$ cat config.mk
export PLATFORM = sky130hd
export DESIGN_NAME = sprite_issue_arbiter
export DESIGN_NICKNAME = d
export VERILOG_FILES = /design/src/rtl/sprite_issue_arbiter.sv
export SDC_FILE = /design/constraint.sdc
export NUM_CORES = 1
export LEC_CHECK = 0
export ABC_CLOCK_PERIOD_IN_PS = 5500
export BUFFER_PORTS_ARGS = -buffer_cell sky130_fd_sc_hd__buf_2
export CAP_MARGIN = 25
export CORE_ASPECT_RATIO = 0.75
export CORE_MARGIN = 5
export CORE_UTILIZATION = 57
export DETAILED_ROUTE_END_ITERATION = 10
export GPL_TIMING_DRIVEN = 0
export HOLD_SLACK_MARGIN = 0.02
export PLACE_DENSITY_LB_ADDON = 0.25
export SYNTH_ARGS = -nofsm -noshare
export SYNTH_HDL_FRONTEND = slang
export SYNTH_SLANG_ARGS = --single-unit
$ cat constraint.sdc
create_clock -name clk_in -period 5.5 [get_ports clk_in]
set_clock_uncertainty 0.15 [all_clocks]
set_input_delay 0.275 -clock clk_in [delete_from_list [all_inputs] [get_ports clk_in]]
set_output_delay 0.275 -clock clk_in [all_outputs]
set_load 0.1 [all_outputs]
$ cat src/rtl/sprite_issue_arbiter.sv
// ============================================================================
//  sprite_issue_arbiter : cursor-first, budgeted sprite issue to graphics
//  Rev 1.0
// ============================================================================
`default_nettype none

module sprite_issue_arbiter #(
    parameter int CANVAS_WIDTH  = 360,
    parameter int CANVAS_HEIGHT = 720,
    parameter int NUM_FRAMES    = 5,
    parameter int MAX_SPRITES   = 64,
    parameter int CURSOR_FRAME  = 0,
    localparam int XW = $clog2(CANVAS_WIDTH),
    localparam int YW = $clog2(CANVAS_HEIGHT),
    localparam int FW = $clog2(NUM_FRAMES),
    localparam int CW = $clog2(MAX_SPRITES + 1)
) (
    input  logic          clk_in,
    input  logic          rst_in,
    input  logic          new_frame,
    input  logic          cursor_en,
    input  logic [XW-1:0] cursor_x,
    input  logic [YW-1:0] cursor_y,
    input  logic          req_valid,
    input  logic [XW-1:0] req_x,
    input  logic [YW-1:0] req_y,
    input  logic [FW-1:0] req_frame,
    output logic          req_ready,
    output logic          sprite_valid,
    output logic [XW-1:0] sprite_x,
    output logic [YW-1:0] sprite_y,
    output logic [FW-1:0] sprite_frame,
    input  logic          sprite_ready,
    output logic [CW-1:0] sprite_count,
    output logic [15:0]   drop_count
);

    typedef enum logic [1:0] {
        S_WAIT_FRAME = 2'd0,
        S_CURSOR     = 2'd1,
        S_GAME       = 2'd2,
        S_FULL       = 2'd3
    } state_t;

    state_t        r_state;
    state_t        w_state_nxt;
    logic          r_cur_en;
    logic [XW-1:0] r_cur_x;
    logic [YW-1:0] r_cur_y;
    logic          r_valid;
    logic [XW-1:0] r_x;
    logic [YW-1:0] r_y;
    logic [FW-1:0] r_frame;
    logic [CW-1:0] r_count;
    logic [15:0]   r_drop;

    logic          w_slot_free;
    logic          w_under_budget;
    logic          w_at_limit;
    logic [CW-1:0] w_count_inc;
    logic [XW-1:0] w_clamp_x;
    logic [YW-1:0] w_clamp_y;
    logic          w_req_ready;
    logic          w_load;
    logic [XW-1:0] w_load_x;
    logic [YW-1:0] w_load_y;
    logic [FW-1:0] w_load_frame;
    logic          w_drop;

    assign w_slot_free    = !r_valid || sprite_ready;
    assign w_under_budget = r_count < CW'(MAX_SPRITES);
    assign w_count_inc    = r_count + CW'(1);
    assign w_at_limit     = (w_count_inc == CW'(MAX_SPRITES));
    assign w_clamp_x = (32'(cursor_x) >= CANVAS_WIDTH)  ? XW'(CANVAS_WIDTH - 1)  : cursor_x;
    assign w_clamp_y = (32'(cursor_y) >= CANVAS_HEIGHT) ? YW'(CANVAS_HEIGHT - 1) : cursor_y;

    always_comb begin
        w_state_nxt  = r_state;
        w_req_ready  = 1'b0;
        w_load       = 1'b0;
        w_load_x     = req_x;
        w_load_y     = req_y;
        w_load_frame = req_frame;
        w_drop       = 1'b0;
        if (new_frame) begin
            // Frame start pre-empts everything; no load or consume this cycle.
            w_state_nxt = cursor_en ? S_CURSOR : S_GAME;
        end else begin
            case (r_state)
                S_WAIT_FRAME: w_state_nxt = S_WAIT_FRAME;
                S_CURSOR: begin
                    if (!r_cur_en) begin
                        w_state_nxt = S_GAME;
                    end else if (w_slot_free) begin
                        w_load       = 1'b1;
                        w_load_x     = r_cur_x;
                        w_load_y     = r_cur_y;
                        w_load_frame = FW'(CURSOR_FRAME);
                        w_state_nxt  = w_at_limit ? S_FULL : S_GAME;
                    end
                end
                S_GAME: begin
                    w_req_ready = w_slot_free && w_under_budget;
                    if (req_valid && w_req_ready) begin
                        w_load      = 1'b1;
                        w_state_nxt = w_at_limit ? S_FULL : S_GAME;
                    end
                end
                S_FULL: begin
                    // Over budget: swallow requests so the processor never stalls.
                    w_req_ready = 1'b1;
                    w_drop      = req_valid;
                end
                default: w_state_nxt = S_WAIT_FRAME;
            endcase
        end
    end

    always_ff @(posedge clk_in or negedge rst_in) begin
        if (!rst_in) begin
            r_state  <= S_WAIT_FRAME;
            r_cur_en <= 1'b0;
            r_cur_x  <= '0;
            r_cur_y  <= '0;
            r_valid  <= 1'b0;
            r_x      <= '0;
            r_y      <= '0;
            r_frame  <= '0;
            r_count  <= '0;
            r_drop   <= '0;
        end else begin
            r_state <= w_state_nxt;
            if (new_frame) begin
                r_cur_en <= cursor_en;
                r_cur_x  <= w_clamp_x;
                r_cur_y  <= w_clamp_y;
                r_count  <= '0;
            end else if (w_load) begin
                r_count <= w_count_inc;
            end
            if (w_load) begin
                r_valid <= 1'b1;
                r_x     <= w_load_x;
                r_y     <= w_load_y;
                r_frame <= w_load_frame;
            end else if (sprite_ready) begin
                r_valid <= 1'b0;
            end
            if (w_drop && (r_drop != 16'hFFFF)) begin
                r_drop <= r_drop + 16'd1;
            end
        end
    end

    assign req_ready    = w_req_ready;
    assign sprite_valid = r_valid;
    assign sprite_x     = r_x;
    assign sprite_y     = r_y;
    assign sprite_frame = r_frame;
    assign sprite_count = r_count;
    assign drop_count   = r_drop;

endmodule

`default_nettype wire

==> qor.txt <==
endpoints failing hold = 0
Area contributors post-synth = dfrtp_1, mux2_2, nor2_1
Initial DRC Count = 120
CP Max Fanout = 10
Post-Syn Area = 3450 µm²
Non-Filler Instances = 495
fillers = 436
worst skew pair latency = 0.34 ns
share of the synthesized area in the top cell type = 49.3%
first-pass iteration count of the detailed router = 5
Avg Cell Area, Syn = 11.3 µm²
vias in the first global route = 2884
Synth area leader = dfrtp_1
status = completed
Top-Level Pins = 94
Final min period = 2.46 ns
synthesis-to-finish area growth = 24.3%
Achievable Freq = 406 MHz
endpoints failing setup = 0
antenna cells = 0
CTS H-tree lvls = 3
cts bufs inserted = 9
crit path DAT = 2.54 ns
CP required = 5.58 ns
EDFF count, synth = 0
final net count = 466
CTS Sinks = 68
Final HPWL DP = 5980 µm
Slew Limit Fails = 0
setup tns final = 0 ns
clk buf depth = 2
row count = 24
post-cts sizing count = 0
final core occ = 73.2%
PwrDens = 561 nW/µm²
total gr overflow = 0
die height = 77.4 µm
initial antenna violation count = 0
placed cells = 475
Root Driver = clkbuf_8
type of destination of the critical path = register
Yosys reg bits = 68
syn nets = 359
Routed WL per cell = 17.0 µm
DRC Markers = 0
Initial Util = 58.9%
kind of critical path = reg2reg
Hold Crit Class = in2reg
CTS tree = done
post-route ant nets = 0
Core Area = 5860 µm²
RSZ-0062 raised after global routing = false
Placer Congestion = 0.809
total global-route track usage = 22.9%
crit share post-route = 44.8%
Cell variety after synth = 53
largest net degree at the start of global routing = 69
sequential-to-total area share from yosys stat = 49.3%
first-pass GRT wire length = 13900 µm
I/O Buffers = 92
Die ar. = 7730 µm²
Slew @ Worst Pin = 0.858 ns
YS warnings = 0
ys flop type = dfrtp_1
tightest slew margin relative to the limit = 42.8%
CTS clock-pin slew for the worst setup and hold paths = 0.08 ns
Synth Instances = 305
drt via density = 5.62
Worst Setup Start Kind = register
Die W = 99.8 µm
Lkg Pwr = 2.02 nW
via count = 2781
share of cells above drive strength 1 = 41.2%
Max Cap Viol = 0
drt total wl = 8430 µm
maximum VDD drop = 489 µV
Synth async-reset ratio = 100%
cells in the final DEF, fill, tap and decap left out, types with 2 or more instances in the layout:
| master | n |
|---|---|
| clkbuf_1 | 4 |
| inv_1 | 10 |
| xor2_1 | 4 |
| nand4_1 | 9 |
| o2bb2ai_1 | 5 |
| a31oi_1 | 2 |
| bufinv_16 | 2 |
| dfrtp_1 | 68 |
| buf_4 | 2 |
| nand4b_1 | 3 |
| a211o_1 | 2 |
| nor2b_1 | 5 |
| a21oi_1 | 16 |
| buf_2 | 94 |
| o211a_1 | 2 |
| o211ai_1 | 3 |
| o21a_1 | 2 |
| or3_1 | 2 |
| nand3b_1 | 2 |
| nor2_1 | 34 |
| a211oi_1 | 4 |
| dlygate4sd3_1 | 4 |
| ha_1 | 7 |
| buf_1 | 2 |
| clkbuf_8 | 12 |
| a31o_2 | 3 |
| buf_6 | 2 |
| xnor2_1 | 13 |
| nand2_1 | 11 |
| nand3_2 | 2 |
| o21ai_0 | 7 |
| and4_1 | 2 |
| and3_1 | 4 |
| mux2_2 | 44 |
| nand3_1 | 7 |
per-layer routing:
layer / vias to the layer above / share of wire (%) / GRT usage, %
met5: - / 0 / 0
met4: 0 / 1.3 / 5.59
met3: 12 / 6.8 / 7.53
met2: 114 / 47 / 36.8
met1: 1344 / 45 / 30.1
li1: 1311 / - / -
critical path, stage by stage (launching register included):
cell	delay, ns
dfrtp_1	0.40
inv_1	0.11
ha_1	0.28
nand2_2	0.11
nor3_4	0.45
buf_6	0.24
mux2_2	0.35
mux2_2	0.26
report_power, final:
group	total [mW]	switching [mW]	internal (mW)	leakage, nW
combinational	1.23	0.969	0.258	1.06
sequential	0.699	0.0810	0.618	0.846
clock	0.478	0.186	0.293	0.116
layout make-up:
type                    instances  area (µm²)  share of cell area [%]
clock inverters                 3        67.6                    1.58
flip-flops and latches         68        1700                    39.7
repair buffers                 96         503                    11.7
inverters                      10        37.5                   0.875
plain buffers                  11        63.8                    1.49
well taps                      78        97.6                    2.28
clock buffers                  13         169                    3.94
multi-input cells             216        1650                    38.4
synthesized netlist by cell type, drive strengths merged, types with 3 or more instances:
| master | count |
|---|---|
| inv | 10 |
| a211oi | 4 |
| o2bb2ai | 5 |
| o21ai | 7 |
| dfrtp | 68 |
| a31o | 3 |
| nand3 | 9 |
| and3 | 4 |
| clkbuf | 3 |
| xor2 | 4 |
| o211ai | 3 |
| nor2b | 7 |
| buf | 8 |
| nand4 | 9 |
| nand2 | 12 |
| mux2 | 45 |
| ha | 7 |
| xnor2 | 13 |
| a21oi | 17 |
| nand4b | 3 |
| nor2 | 34 |
state kept, by name, indices dropped and copies added, names as in the netlist:
| name | count |
|---|---|
| drop_count | 16 |
| r_cur_y | 10 |
| sprite_y | 10 |
| r_cur_x | 9 |
| sprite_x | 9 |
| sprite_count | 7 |
| sprite_frame | 3 |
| r_state | 2 |
| r_cur_en | 1 |
| sprite_valid | 1 |
cell families (layout without fill, tap and decap cells):
kind of cell,count (synthesis),count (layout),share of synthesized area [%]
AND/OR/NAND/NOR,93,93,15.0
flip-flops,68,68,49.3
AO/OA/AOI/OAI,54,54,11.1
multiplexers,45,45,14.8
buffers and inverters,21,133,2.94
XOR/XNOR,17,17,4.31
adder cells (fa/ha/maj),7,7,2.54
metrics by stage:
step | cell area, µm² | power [mW] | hold WS [ns] | worst slack, ns
5_1_grt | 4290 | 2.51 | 0.0315 | 2.90
3_3_place_gp | 4010 | 1.90 | 0.322 | 3.13
3_5_place_dp | 4010 | 1.93 | 0.293 | 3.03
6_report | 4290 | 2.41 | 0.0411 | 3.04
2_1_floorplan | 3450 | 1.71 | -0.171 | 2.64
4_1_cts | 4290 | 2.42 | 0.0249 | 3.03
repair_timing:
action / CTS / global route
hold endpoints to repair: 71 / 0
hold buffers: 4 / 0
buffers inserted: 0 / 0
final timing paths:
kind                               from         endpoint  slack (ns)  cells after the start
max in group asynchronous        rst_in      sprite_y[4]        4.20                      2
hold reg to reg              r_cur_y[4]       r_cur_y[4]        0.34                      1
setup / recovery             r_state[1]      sprite_x[2]        3.04                      7
hold / removal             req_frame[2]  sprite_frame[2]        0.04                      3
setup reg to reg             r_state[1]      sprite_x[2]        3.04                      7
min in group asynchronous        rst_in      sprite_x[5]        0.43                      2
Power figures use the tool's default switching activity.
